<file path="config.mk">
export PLATFORM = sky130hd
export DESIGN_NAME = fft8_seq_ctrl
export DESIGN_NICKNAME = d
export VERILOG_FILES = /design/src/rtl/fft8_seq_ctrl.sv
export SDC_FILE = /design/constraint.sdc
export NUM_CORES = 1
export LEC_CHECK = 0
export ABC_AREA = 1
export ABC_CLOCK_PERIOD_IN_PS = 4100
export BUFFER_PORTS_ARGS = -buffer_cell sky130_fd_sc_hd__buf_2
export CORE_MARGIN = 3
export CORE_UTILIZATION = 45
export CTS_CLUSTER_SIZE = 28
export DETAILED_ROUTE_END_ITERATION = 10
export PLACE_DENSITY_LB_ADDON = 0.05
export SETUP_SLACK_MARGIN = 0.4
export SLEW_MARGIN = 20
export SYNTH_ARGS = -nofsm -noshare
export SYNTH_HDL_FRONTEND = slang
export SYNTH_SLANG_ARGS = --single-unit
export TNS_END_PERCENT = 10
</file>
<file path="constraint.sdc">
create_clock -name clk -period 4.1 [get_ports clk]
set_input_delay 0.82 -clock clk [delete_from_list [all_inputs] [get_ports clk]]
set_output_delay 0.82 -clock clk [all_outputs]
set_load 0.02 [all_outputs]
</file>
<file path="src/rtl/fft8_seq_ctrl.sv">
// fft8_seq_ctrl: load/issue/writeback sequencer for an 8-point radix-2 DIT FFT
module fft8_seq_ctrl #(
    parameter int BF_LAT = 2
) (
    input  logic       clk,
    input  logic       reset_n,
    input  logic       input_pulse,
    input  logic       abort,
    input  logic       din_valid,
    output logic       din_ready,
    output logic       ld_we,
    output logic [2:0] ld_addr,
    output logic       bf_rd_en,
    output logic [2:0] bf_addr_a,
    output logic [2:0] bf_addr_b,
    output logic [1:0] bf_tw_idx,
    output logic       bf_wr_en,
    output logic [2:0] bf_wr_addr_a,
    output logic [2:0] bf_wr_addr_b,
    output logic [1:0] stage,
    output logic       busy,
    output logic       success
);
    typedef enum logic [2:0] {IDLE, LOAD, ISSUE, WAIT, DONE} state_t;

    localparam logic [2:0] WAIT_LAST = 3'(BF_LAT - 1);

    state_t      state;
    logic [2:0]  cnt;
    logic        pulse_q;
    logic        start;
    logic        flush;
    logic [2:0]  span;
    logic [2:0]  pos;
    logic [2:0]  grp;
    logic [2:0]  addr_a;
    logic [1:0]  tw;
    logic [BF_LAT-1:0] wb_en;
    logic [2:0]  wb_a [BF_LAT];
    logic [2:0]  wb_b [BF_LAT];

    assign start        = input_pulse & ~pulse_q;
    assign flush        = abort && state != IDLE;
    assign din_ready    = state == LOAD;
    assign ld_we        = din_valid & din_ready;
    assign ld_addr      = ld_we ? {cnt[0], cnt[1], cnt[2]} : 3'd0;
    assign busy         = state != IDLE;
    assign success      = state == DONE;
    assign bf_wr_en     = wb_en[BF_LAT-1];
    assign bf_wr_addr_a = wb_a[BF_LAT-1];
    assign bf_wr_addr_b = wb_b[BF_LAT-1];

    // butterfly operand addressing and twiddle index for the current stage and butterfly
    always_comb begin
        span      = 3'd1 << stage;
        pos       = {1'b0, cnt[1:0]} & (span - 3'd1);
        grp       = {1'b0, cnt[1:0]} >> stage;
        addr_a    = (grp << (stage + 2'd1)) | pos;
        tw        = pos[1:0] << (2'd2 - stage);
        bf_rd_en  = state == ISSUE;
        bf_addr_a = bf_rd_en ? addr_a : 3'd0;
        bf_addr_b = bf_rd_en ? addr_a + span : 3'd0;
        bf_tw_idx = bf_rd_en ? tw : 2'd0;
    end

    // sequencer: start edge detect, load counting, stage/butterfly scheduling, stage-boundary wait
    always_ff @(posedge clk or negedge reset_n) begin
        if (!reset_n) begin
            state   <= IDLE;
            cnt     <= 3'd0;
            stage   <= 2'd0;
            pulse_q <= 1'b0;
        end else begin
            pulse_q <= input_pulse;
            if (flush) begin
                state <= IDLE;
                cnt   <= 3'd0;
                stage <= 2'd0;
            end else begin
                case (state)
                    IDLE: begin
                        if (start) begin
                            state <= LOAD;
                            cnt   <= 3'd0;
                        end
                    end
                    LOAD: begin
                        if (ld_we) begin
                            cnt <= cnt + 3'd1;
                            if (cnt == 3'd7) begin
                                state <= ISSUE;
                                stage <= 2'd0;
                            end
                        end
                    end
                    ISSUE: begin
                        cnt <= cnt == 3'd3 ? 3'd0 : cnt + 3'd1;
                        if (cnt == 3'd3) state <= WAIT;
                    end
                    WAIT: begin
                        if (cnt == WAIT_LAST) begin
                            cnt   <= 3'd0;
                            state <= stage == 2'd2 ? DONE : ISSUE;
                            stage <= stage == 2'd2 ? 2'd0 : stage + 2'd1;
                        end else begin
                            cnt <= cnt + 3'd1;
                        end
                    end
                    DONE: state <= IDLE;
                    default: state <= IDLE;
                endcase
            end
        end
    end

    // writeback delay line: replays each issue strobe and its addresses BF_LAT cycles later
    always_ff @(posedge clk or negedge reset_n) begin
        if (!reset_n) begin
            wb_en <= '0;
            for (int i = 0; i < BF_LAT; i++) begin
                wb_a[i] <= 3'd0;
                wb_b[i] <= 3'd0;
            end
        end else if (flush) begin
            wb_en <= '0;
            for (int i = 0; i < BF_LAT; i++) begin
                wb_a[i] <= 3'd0;
                wb_b[i] <= 3'd0;
            end
        end else begin
            wb_en[0] <= bf_rd_en;
            wb_a[0]  <= bf_addr_a;
            wb_b[0]  <= bf_addr_b;
            for (int i = 1; i < BF_LAT; i++) begin
                wb_en[i] <= wb_en[i-1];
                wb_a[i]  <= wb_a[i-1];
                wb_b[i]  <= wb_b[i-1];
            end
        end
    end
endmodule
</file>
==> out/metrics.yaml <==
timing.critical_path.required_ps: 3280
yosysSeqAreaShare_pct: 38.0
hold_path_class: "input port to asynchronous set/reset pin"
cts-root-to-sink-buffers: 2
max_capacitance_violation_count: 0
detail_route.drc_violations: 0
grt_pass1_vias: 1164
hold_viol: 0
timing.reg2reg.setup_slack_ps: 1710
cts_buffers: 3
cts.sink_count: 23
ys_types: 29
relSlewSlack_pct: 62.1
most_frequent_standard_cell_in_the_layout_excluding_fill_and_tap_cells: "inv_1"
detail_route.iter0.violations: 50
coreArea_um2: 3130
r2r_end: "wb_b[5]"
clkSlewWorstSetupHoldPaths_ps: 130
diodes: 0
critical_path_class: "register to primary output"
die_area_um2: 4100
minimum_clock_period_ps: 3510
synth_cells: 185
complex_gate_fraction_of_the_synthesized_area_pct: 3.72
synth-edff-count: 0
route.detailed.vias_per_inst: 4.75
synth_top_flop_cell: "dfrtp_1"
timing_max_transition_violations_final: 0
post-place-ws_ps: 796
synth_xor_xnor_area_share_pct: 0.578
grt_pass1_wl_um: 5320
final_antenna_net_count: 0
crit_path_largest_cell_delay_ps: 460
syn-num-nets: 201
static-leakage-power_nw: 0.961
num_rows: 20
setup_ws_ps: 594
areaGrowthSynthToFinish_pct: 13.4
post_route_setup_tns_ps: 0
synth-adder-area-share_pct: 9.58
setup.worst_path.start_class: "register"
grt_start_max_net_pins: 24
muxShareOfSynthArea_pct: 0
crit-reg2reg-launch: "stage[1]"
main_combinational_cell_family_by_area_after_synthesis: "simple AND/OR/NAND/NOR gates"
cts_root_buf: "clkbuf_4"
post_route_cells_drive_above_1_share_pct: 28.9
synth_seq_cells: 23
critical_path.slowest_cell: "fa_1"
run_status: "finished clean"
top_level_ports: 30
cts_tree: "built"
die-height_um: 64.0
vias: 1211
chipWidth_um: 64.0
number_of_warnings_issued_by_yosys: 0
fmaxAchievable_ghz: 0.285
transition_time_of_the_tightest_slew_check_pin_ps: 569
final.setup_skew_ps: 13.8
crit_path_frequent_cell: "inv_1"
data_arrival_time_at_the_worst_slack_endpoint_ps: 2690
post_synthesis_area_per_instance_um2: 8.19
postSynth.asyncResetShare_pct: 100
crit_chain: "inv_1, ha_1, nor2_2, a31oi_2, inv_1, ha_1, inv_1, fa_1, xor2_2, o21ai_1, nor2_1, buf_4"
clock_insertion_delay_worst_skew_ps: 310
routed_wire_length_per_instance_um: 12.1
cp_max_fo: 5
grt_overflow: 0
tritonroute_pass_1_iters: 4
dp_hpwl_um: 2390
reg2regPathDepth: 12
antenna_found_initial: 0
grt_setup_unrepaired: "false"
power.density_nw_per_um2: 562
overall_power_of_the_completed_layout_w: 0.000966
synth-simple-area-share_pct: 33.2
layout_common_cells: "inv_1, nand2_1, buf_2"
timing.critical_path.to_type: "primary output"
initial_core_util_pct: 48.4
grt_use_total_pct: 16.5
num-nets-final: 228
io_buffer_count: 29
wl_um: 3090
timing.final.crit_share_pct: 85.5
final.hold.worst_slack_ps: 455
vdd_ir_drop_max_mv: 0.272
htree_levels: 1
synth_area_um2: 1520
setup_violations: 0
gp_congestion: 0.909
-- flip-flops by register name, indices dropped and copies added, names as in the netlist --
| name | flops |
|---|---|
| stage | 2 |
| wb_a | 3 |
| wb_en | 2 |
| cnt | 3 |
| pulse_q | 1 |
| bf_wr_addr_b | 3 |
| bf_wr_addr_a | 3 |
| wb_b | 3 |
| state | 3 |
-- cell usage after synthesis, drive strengths merged, types with 2 or more instances --
cell type  instances  share of area [%]
o21ai              3                1.2
nand4              4                1.7
nor3               9                3.7
nor2              31                9.7
dfrtp             23                 38
o21bai             2               0.99
nand3             10                5.0
inv               39                 10
buf                9                5.0
ha                10                8.3
nand2             38                 12
-- critical path: cells and delay by family, from the launching register on --
| family | cells | cell delay (ps) |
|---|---|---|
| adder cells (fa/ha/maj) | 3 | 870 |
| flip-flops | 1 | 430 |
| buffers and inverters | 4 | 410 |
| AND/OR/NAND/NOR | 2 | 250 |
| AO/OA/AOI/OAI | 2 | 250 |
| XOR/XNOR | 1 | 160 |
-- kinds of logic after synthesis --
| kind of cell | Yosys count |
|---|---|
| AOI/OAI and AO/OA | 8 |
| xor gates and xnor gates | 1 |
| adders and majority gates | 11 |
| buffers and inverters | 48 |
| DFF | 23 |
| and+or+nand+nor | 94 |
-- cell type report --
cell class | count | area [µm²]
multi-input combinational | 114 | 742
sequential | 23 | 577
fill | 293 | 1410
tap | 44 | 55.1
timing repair buffer | 31 | 163
clock inverter | 1 | 5.00
clock buffer | 3 | 22.5
inverter | 39 | 154
-- layer usage --
layer  track usage (%)  part of all wire (%)  wire (µm)
met5                 0                     0          0
met2              26.8                    47       1450
met4              1.89                  0.26          8
met3              4.04                   5.6        173
met1              22.7                    47       1460
-- how the worst max path moves through the flow --
stage	from	to	slack (ps)	depth (start not counted)
floorplan	stage[0]	bf_addr_b[2]	820	11
global placement	stage[0]	bf_addr_b[2]	960	12
detailed placement	stage[0]	bf_addr_b[2]	800	12
CTS	stage[0]	bf_addr_b[2]	440	12
global route	stage[1]	bf_addr_b[2]	380	13
finish	stage[1]	bf_addr_b[2]	590	12
-- power breakdown --
part	total (W)	internal, W	switching (W)
Sequential	0.000331	0.000264	0.0000662
Combinational	0.000530	0.000179	0.000351
Clock	0.000105	0.0000364	0.0000682
Total	0.000966	0.000480	0.000486
-- what timing repair did --
| action | CTS | global route |
|---|---|---|
| hold buffers | 0 | 0 |
| setup endpoints to repair | 0 | 2 |
| resized for setup | 0 | 9 |
| buffers inserted | 0 | 2 |
-- stage by stage --
step           utilization, %  area (µm²)  cells
3_3_place_gp             52.4        1640    249
4_1_cts                  53.3        1670    253
5_1_grt                  54.9        1720    255
6_report                 54.9        1720    255
3_5_place_dp             52.4        1640    249
2_1_floorplan               -        1520    185
Note: power is estimated with default switching activity, not from simulation.
